<file path="src/rtl/argo_chan_reader.sv">
// Receive-side adapter for an Argo channel FIFO: prefetches words into a 2-entry
// register buffer and offers them over valid/ready at up to one word per cycle.
module argo_chan_reader #(
   parameter int DATA_WIDTH = 32,
   parameter int CHAN_ID    = 7
) (
   input  logic                  clk,
   input  logic                  rst,
   input  logic                  fifo_empty,
   output logic                  fifo_rd_en,
   input  logic [DATA_WIDTH-1:0] fifo_rd_data,
   output logic                  out_valid,
   input  logic                  out_ready,
   output logic [DATA_WIDTH-1:0] out_data,
   output logic [31:0]           recv_count
);

   typedef enum logic [1:0] {
      EMPTY = 2'd0,
      ONE   = 2'd1,
      TWO   = 2'd2
   } occ_t;

   occ_t                  occ, occ_nxt;
   logic                  inflight;
   logic                  head, tail;
   logic [DATA_WIDTH-1:0] mem [2];
   logic                  pop, push;
   logic [2:0]            level;

   assign push      = inflight;
   assign out_valid = (occ != EMPTY);
   assign out_data  = mem[head];
   assign pop       = out_valid & out_ready;

   // Entries committed after this edge; issuing keeps it below the 2-entry capacity.
   assign level      = {1'b0, occ} + {2'b0, inflight} - {2'b0, pop};
   assign fifo_rd_en = rst & ~fifo_empty & (level < 3'd2);

   always_comb begin
      occ_nxt = occ;
      case (occ)
         EMPTY: if (push) occ_nxt = ONE;
         ONE: begin
            if (push && !pop)      occ_nxt = TWO;
            else if (pop && !push) occ_nxt = EMPTY;
         end
         TWO:     if (pop && !push) occ_nxt = ONE;
         default: occ_nxt = EMPTY;
      endcase
   end

   always_ff @(posedge clk or negedge rst) begin
      if (!rst) begin
         occ        <= EMPTY;
         inflight   <= 1'b0;
         head       <= 1'b0;
         tail       <= 1'b0;
         recv_count <= '0;
         mem[0]     <= '0;
         mem[1]     <= '0;
      end else begin
         occ      <= occ_nxt;
         inflight <= fifo_rd_en;
         if (push) begin
            mem[tail] <= fifo_rd_data;
            tail      <= ~tail;
         end
         if (pop) begin
            head       <= ~head;
            recv_count <= recv_count + 32'd1;
         end
      end
   end

`ifndef SYNTHESIS
   logic [31:0] cyc;

   always_ff @(posedge clk or negedge rst) begin
      if (!rst) cyc <= '0;
      else      cyc <= cyc + 32'd1;
   end

   // Trace and overflow guard; a push into a full buffer would overwrite the head word.
   always_ff @(posedge clk) begin
      if (rst) begin
         if (fifo_rd_en)
            $display("[%0d] chan %0d issue", cyc, CHAN_ID);
         if (pop)
            $display("[%0d] chan %0d pop data=%h", cyc, CHAN_ID, out_data);
         if (push && !pop && occ == TWO)
            $display("[%0d] chan %0d buffer overflow", cyc, CHAN_ID);
         assert (!(push && !pop && occ == TWO))
            else $error("argo_chan_reader chan %0d overflow", CHAN_ID);
      end
   end
`endif

endmodule

</file>
<file path="config.mk">
export PLATFORM = sky130hd
export DESIGN_NAME = argo_chan_reader
export DESIGN_NICKNAME = d
export VERILOG_FILES = /design/src/rtl/argo_chan_reader.sv
export SDC_FILE = /design/constraint.sdc
export NUM_CORES = 1
export LEC_CHECK = 0
export ABC_AREA = 1
export BUFFER_PORTS_ARGS = -buffer_cell sky130_fd_sc_hd__buf_2
export CORE_UTILIZATION = 59
export CTS_CLUSTER_DIAMETER = 120
export DETAILED_ROUTE_END_ITERATION = 12
export HOLD_SLACK_MARGIN = 0.03
export PLACE_DENSITY = 0.85
export SYNTH_ARGS = -nofsm -noshare
export SYNTH_HDL_FRONTEND = slang
export SYNTH_SLANG_ARGS = --single-unit
</file>
<file path="constraint.sdc">
create_clock -name clk -period 6.5 [get_ports clk]
set_input_delay 0.325 -clock clk [delete_from_list [all_inputs] [get_ports clk]]
set_output_delay 0.325 -clock clk [all_outputs]
set_load 0.02 [all_outputs]
</file>
==> summary.txt, run 1 <==
Status
  – Status: completed

Clock tree
  – Num Clock Sinks: 101
  – CTS tree: done
  – Max Root-Sink Buffers: 2
  – Root Buffer: clkbuf_8
  – Clock transition at the registers of the reported paths: 0.10 ns
  – Worst skew pair latency: 0.37 ns
  – CTS buffer count: 9
  – H-tree depth: 3

Routing
  – Vias/cell: 5.161
  – WL/cell: 12.89 µm
  – WL final: 10620 µm
  – Drt drc: 0
  – First drt pass iteration count: 5
  – Antenna Violating Nets Remaining: 0
  – First-iteration detailed-routing DRC count: 212
  – Vias post-DR: 4253

GRT
  – Antenna violations before repair: 0
  – First-pass GRT wire length: 17780 µm
  – Gr usage total: 26.26%
  – Largest net degree at the start of global routing: 70
  – Number of global-route vias before repair: 3848
  – GRT Residual Overflow: 0

Setup path
  – Nature of the critical path endpoint: primary output
  – Worst-path fanout max: 18
  – CP cell instances: nor2_2 > nor2_8 > inv_1 > ha_1 > or2_2 > fa_1 > nand2_1 > nor3_1 > buf_2
  – Critical path arrival: 2.94 ns
  – Reg2reg setup slack: 4.04 ns
  – Crit path kind: reg2out
  – Worst Reg2Reg Path Length in Cells: 8
  – RR Endpoint: inflight$_DFF_PN0_
  – Crit path max-delay cell type: dfrtp_1
  – CP required: 6.17 ns
  – Max stage delay on crit path: 0.48 ns
  – CP startpoint kind: flop
  – Reg-to-reg startpoint: occ[1]$_DFFE_PN0P_

Placed design
  – I/O Buffers: 101
  – Dpl cells: 807
  – Gpl congestion: 0.9095
  – DP HPWL: 7345 µm
  – DP Worst Slack: 3.633 ns

Layout
  – Nets: 756
  – # fillers: 648
  – Layout cell share with drive strength beyond 1: 19.11%
  – Sequential Area: 0.002527 mm²
  – Area Overhead vs Synth: 15.60%
  – Antenna diode count: 0
  – Area of the multi-input gates: 0.002018 mm²
  – Cell Count, Final, Fillers Out: 824

Floorplan
  – Die X: 93.05 µm
  – Die Height: 93.05 µm
  – Cell row count: 32
  – Die area: 0.008657 mm²
  – # IOs: 102
  – Initial core utilization: 62.01%
  – Placeable Area: 0.007888 mm²

Power and ir drop
  – Clock Power Share: 16.1%
  – Int Power: 0.001344 W
  – Net switching fraction of the power: 43.58%
  – Comb power frac: 42.0%
  – Flop pwr share: 41.9%
  – Total power: 0.002383 W
  – LEAKAGE: 3.076 nW
  – Peak supply drop: 0.2131 mV
  – Pwr dens: 421.4 mW/mm²
  – NetSw: 0.001038 W

Worst hold path
  – Hold Path Origin: fifo_empty
  – Min-Delay Endpoint: inflight$_DFF_PN0_
  – Worst hold path cell count: 2
  – Hold Path Class: in2reg

Yosys
  – Xor/xnor share of the synthesized area: 2.865%
  – EDFF count, synth: 0
  – Register area share after synthesis: 51.68%
  – Share of the synthesized area in the top cell type: 51.68%
  – Adder-Cell Fraction of Synth Area: 0.9210%
  – Synth warn: 0
  – Cell variety after synth: 31
  – Mux cell area share after synthesis: 0%
  – Synth Flop Type: dfrtp_1
  – Top cell type by total area after synthesis: dfrtp_1
  – Synth Register Bits: 101
  – Avg Inst Size Synth: 7.851 µm²
  – Largest family of logic cells by synthesized area: simple AND/OR/NAND/NOR gates
  – Post-synthesis compound-gate area fraction: 7.112%
  – Post-synth ARST share: 100.0%
  – Syn Nets: 662
  – Post-synthesis simple-gate area fraction: 30.31%
  – Mapped cell area: 0.004891 mm²
  – Cell count after synthesis: 623
  – Area contributors post-synth: dfrtp_1 (52%), nand2_1 (19%), o21ai_0 (5.7%)

Timing
  – Final Max Slew Viols: 0
  – Hold slack final: 0.1324 ns
  – Tmin final: 3.262 ns
  – Part of the cycle the worst path needs: 50.19%
  – Final Skew: 0.01032 ns
  – RSZ-0062 raised after global routing: no
  – TNS Setup: 0 ns
  – Fmax achieved: 306.6 MHz
  – Worst-margin pin slew: 1.090 ns
  – Final setup violation count: 0
  – Normalized max-slew margin: 27.30%
  – Hold Vio Cnt, Final: 0
  – Final setup margin: 3.238 ns

Job
  – Max_cap viols: 0
## Yosys cell counts, types with 2 or more instances
cell / instances
nand2_1: 253
dfrtp_1: 101
inv_1: 67
o21ai_0: 56
nor2_1: 41
nand3_1: 18
clkbuf_1: 15
o21ai_1: 11
xor2_1: 9
nand3b_1: 7
xnor2_1: 7
nand4_1: 6
buf_2: 4
nor2_2: 4
nor2_4: 3
ha_1: 2
nand2_2: 2
nand3_2: 2
nor2_8: 2
nor3_1: 2
## worst max-delay path by stage
stage                                   from          to  slack (ns)  cells after the start
after detailed placement  occ[1]$_DFFE_PN0P_  fifo_rd_en        3.63                      9
after global routing      occ[1]$_DFFE_PN0P_  fifo_rd_en        3.04                      9
after CTS                 occ[1]$_DFFE_PN0P_  fifo_rd_en        3.23                      9
after floorplan           occ[1]$_DFFE_PN0P_  fifo_rd_en        3.65                      9
final                     occ[1]$_DFFE_PN0P_  fifo_rd_en        3.24                      9
after global placement    occ[1]$_DFFE_PN0P_  fifo_rd_en        3.72                      9
## placed cells by master (no fill, tap or decap), types with 2 or more instances in the layout
cell	netlist	final
nor2_8	2	2
nor2_4	3	3
nand3b_1	7	7
o21ai_1	11	11
nand3_1	18	18
dfrtp_1	101	101
o21ai_0	56	56
clkinvlp_4	0	2
inv_8	0	2
nor2_1	41	41
clkbuf_8	0	10
ha_1	2	2
nand2_2	2	3
xnor2_1	7	7
nand3_2	2	2
nor3_1	2	2
buf_4	0	3
buf_2	4	100
xor2_1	9	9
clkinv_4	0	2
nand4_1	6	6
nand2_1	253	252
inv_1	67	67
nor2_2	4	4
or2_2	1	2
## stage by stage
stage / instance area, µm² / util, %
after global routing: 5654 / 71.68
after detailed placement: 5451 / 69.11
after floorplan: 4891 / -
after global placement: 5451 / 69.11
final: 5654 / 71.68
after CTS: 5654 / 71.68
## metal layers
| layer | up-vias | GRT usage (%) | routed length, µm |
|---|---|---|---|
| met1 | 2018 | 36.64 | 4828 |
| met5 | - | 0 | 0 |
| li1 | 2103 | - | - |
| met4 | 0 | 8.974 | 140 |
| met2 | 123 | 42.65 | 5221 |
| met3 | 9 | 3.496 | 428 |
## sequential cells by signal, summed over array words and instances (netlist names)
signal and flops:
mem 64, tail 1, head 1, occ 2
recv_count 32, inflight 1
## final cells by class
| class | count | share of cell area [%] |
|---|---|---|
| multi-input cells | 433 | 35.69 |
| inverters | 68 | 4.514 |
| clock buffers | 10 | 2.434 |
| clock inverters | 6 | 0.9737 |
| repair buffers | 104 | 9.427 |
| well taps | 102 | 2.257 |
| flip-flops and latches | 101 | 44.70 |
## repair_timing
item,4_1_cts,5_1_grt
resized for setup,0,0
hold buffers,1,0
setup endpoints to repair,0,0
setup buffers,0,0
hold endpoints to repair,32,0
## kinds of logic (layout without fill, tap and decap cells)
family,after synthesis,in the layout
simple gates,345,345
fa+ha+maj,3,3
buf+inv,89,188
flops,101,101
xor+xnor,16,16
compound gates,69,69
## power groups by stage
stage | registers (W) | logic, W | clock network [W]
6_report | 0.000997 | 0.00100 | 0.000384
5_1_grt | 0.00102 | 0.00112 | 0.000422
4_1_cts | 0.000995 | 0.00101 | 0.000393
3_5_place_dp | 0.00101 | 0.00101 | 0
3_3_place_gp | 0.000990 | 0.000974 | 0
2_1_floorplan | 0.000993 | 0.000698 | 0
## worst max-delay path, delay by kind of cell, from the launching register on
kind	cells	cell delay [ns]
flops	1	0.48
fa+ha+maj	2	0.77
simple gates	5	1.00
buf+inv	2	0.32
(Power assumes the default switching activity.)
==> run 2, diff against run 1 <==
--- a/config.mk
+++ b/config.mk
@@ -7,11 +7,11 @@
 export LEC_CHECK = 0
 export ABC_AREA = 1
 export BUFFER_PORTS_ARGS = -buffer_cell sky130_fd_sc_hd__buf_2
-export CORE_UTILIZATION = 59
+export CORE_UTILIZATION = 55
 export CTS_CLUSTER_DIAMETER = 120
 export DETAILED_ROUTE_END_ITERATION = 12
 export HOLD_SLACK_MARGIN = 0.03
-export PLACE_DENSITY = 0.85
+export PLACE_DENSITY = 0.8
 export SYNTH_ARGS = -nofsm -noshare
 export SYNTH_HDL_FRONTEND = slang
 export SYNTH_SLANG_ARGS = --single-unit
==> constraint.sdc (replaced) <==
create_clock -name clk -period 3.09 [get_ports clk]
set_input_delay 0.1545 -clock clk [delete_from_list [all_inputs] [get_ports clk]]
set_output_delay 0.1545 -clock clk [all_outputs]
set_load 0.02 [all_outputs]
==> run 2 against run 1 <==
Clock power is 110% higher. Cell count is 1.6% higher. Register-to-register slack worse by 3.2 ns. Power is 110% higher. Wire length is 3.5% higher. Worst setup slack worse by 3.0 ns. Global-route usage is 1.8 points lower. Via count is 0.96% higher. Sequential share of layout area is 0.61 points lower. Critical path depth stayed put. Critical path type unchanged. Critical endpoint unchanged. Largest power group unchanged.
==> summary.txt, run 2 (synthesis results as in run 1) <==
Worst hold path
  – Hold Path Origin: fifo_rd_data[20]
  – Worst hold path cell count: 3
  – Min-Delay Endpoint: mem[52]$_DFFE_PN0P_
  – Hold Path Class: in2reg

Floorplan
  – Die Height: 96.30 µm
  – Die X: 96.30 µm
  – Initial core utilization: 56.36%
  – Die area: 0.009274 mm²
  – Cell row count: 34
  – Placeable Area: 0.008678 mm²
  – # IOs: 102

Setup path
  – Crit path kind: reg2out
  – RR Endpoint: inflight$_DFF_PN0_
  – Worst Reg2Reg Path Length in Cells: 8
  – Reg-to-reg startpoint: occ[1]$_DFFE_PN0P_
  – Reg2reg setup slack: 0.86 ns
  – Critical path arrival: 2.71 ns
  – CP startpoint kind: flop
  – Worst-path fanout max: 5
  – Nature of the critical path endpoint: primary output
  – CP required: 2.94 ns

Power and ir drop
  – NetSw: 0.002207 W
  – Flop pwr share: 41.6%
  – LEAKAGE: 3.114 nW
  – Clock Power Share: 16.2%
  – Peak supply drop: 0.3595 mV
  – Comb power frac: 42.1%
  – Net switching fraction of the power: 43.86%
  – Pwr dens: 877.9 mW/mm²
  – Int Power: 0.002826 W

Status
  – Status: completed

Layout
  – Largest regs: mem (64), recv_count (32), occ (2)
  – # fillers: 776
  – Area of the multi-input gates: 0.002023 mm²
  – Max reg flops: 64
  – Area Overhead vs Synth: 17.22%
  – Antenna diode count: 0
  – Biggest register: mem
  – Most common cell after layout, fill and taps aside: nand2_1
  – Layout cell share with drive strength beyond 1: 19.07%
  – Most frequent cells in the layout: nand2_1 (252), dfrtp_1 (101), buf_2 (100)
  – Nets: 763
  – Cell Count, Final, Fillers Out: 837
  – Sequential Area: 0.002527 mm²

Clock tree
  – Root Buffer: clkbuf_8
  – CTS tree: done
  – H-tree depth: 3
  – Clock transition at the registers of the reported paths: 0.11 ns
  – Num Clock Sinks: 101
  – Worst skew pair latency: 0.36 ns
  – Max Root-Sink Buffers: 2
  – CTS buffer count: 9

GRT
  – GR Layer Usage met1: 32.68%
  – Number of global-route vias before repair: 3799
  – Met2 global-route usage: 40.96%
  – Most used routing layer: met2
  – Global Route met3 Usage: 3.318%
  – Antenna violations before repair: 0
  – GRT Residual Overflow: 0
  – First-pass GRT wire length: 17420 µm
  – Largest net degree at the start of global routing: 66
  – Gr usage total: 24.43%

Job
  – Max_cap viols: 0

Routing
  – Vias/cell: 5.130
  – First-iteration detailed-routing DRC count: 156
  – Vias post-DR: 4294
  – Antenna Violating Nets Remaining: 0
  – WL/cell: 13.13 µm
  – WL final: 10990 µm
  – Drt drc: 0
  – First drt pass iteration count: 5

Timing
  – Final setup violation count: 0
  – Hold slack final: 0.04215 ns
  – Final Max Slew Viols: 0
  – RSZ-0062 raised after global routing: no
  – Final Skew: 0.01097 ns
  – Worst-margin pin slew: 1.091 ns
  – Fmax achieved: 348.7 MHz
  – Tmin final: 2.867 ns
  – Normalized max-slew margin: 27.26%
  – TNS Setup: 0 ns
  – Hold Vio Cnt, Final: 0
  – Part of the cycle the worst path needs: 92.80%

Placed design
  – I/O Buffers: 101
  – Gpl congestion: 0.9905
  – Dpl cells: 813
  – DP HPWL: 7406 µm
run 2: per-stage QoR:
stage               power [W]  cell area (µm²)  util, %  setup WS, ns
floorplan            0.003557             4891        -        0.3758
global placement     0.004131             5459    62.90        0.5158
detailed placement   0.004235             5459    62.90        0.3722
CTS                  0.005064             5708    65.77        0.1446
global route         0.005441             5733    66.06       0.05396
finish               0.005033             5733    66.06        0.2225
run 2: how the worst max path moves through the flow:
stage                       startpoint            endpoint  cells past startpoint
finish              occ[1]$_DFFE_PN0P_          fifo_rd_en                      9
global route        occ[1]$_DFFE_PN0P_          fifo_rd_en                      9
CTS                 occ[1]$_DFFE_PN0P_          fifo_rd_en                      9
global placement    occ[1]$_DFFE_PN0P_          fifo_rd_en                      9
floorplan           occ[1]$_DFFE_PN0P_  inflight$_DFF_PN0_                      9
detailed placement  occ[1]$_DFFE_PN0P_          fifo_rd_en                      9
run 2: critical path, cell delays in order (launching register included):
cell and delay [ns]:
dfrtp_1 0.49, nor2_4 0.20, nor2_8 0.05, inv_1 0.08
ha_1 0.22, or2_2 0.31, fa_1 0.49, nand2_1 0.05
nor3_1 0.24, buf_2 0.21
run 2: power groups by stage:
| stage | combinational [W] | sequential (W) | clock [W] |
|---|---|---|---|
| finish | 0.00212 | 0.00210 | 0.000818 |
| global route | 0.00240 | 0.00215 | 0.000890 |
| CTS | 0.00214 | 0.00209 | 0.000835 |
| detailed placement | 0.00212 | 0.00212 | 0 |
| global placement | 0.00205 | 0.00208 | 0 |
| floorplan | 0.00147 | 0.00209 | 0 |
run 2: cell type report:
type                    instances  area share, %
clock buffers                   9          2.161
clock inverters                 7          1.179
multi-input cells             433          35.29
repair buffers                111          10.48
flip-flops and latches        101          44.09
inverters                      68          4.452
well taps                     108          2.357
run 2: metal layers:
layer | wire [µm] | part of all wire [%]
met1 | 5003 | 46
met2 | 5242 | 48
met3 | 583 | 5.3
met4 | 158 | 1.4
met5 | 0 | 0
run 2: timing repair:
action | CTS | global route
pin swaps | 1 | 0
hold buffers | 5 | 2
gates resized for setup | 0 | 1
hold endpoints to repair | 48 | 2
setup buffers | 1 | 0
endpoints found under the setup margin | 1 | 1
cloned | 0 | 0
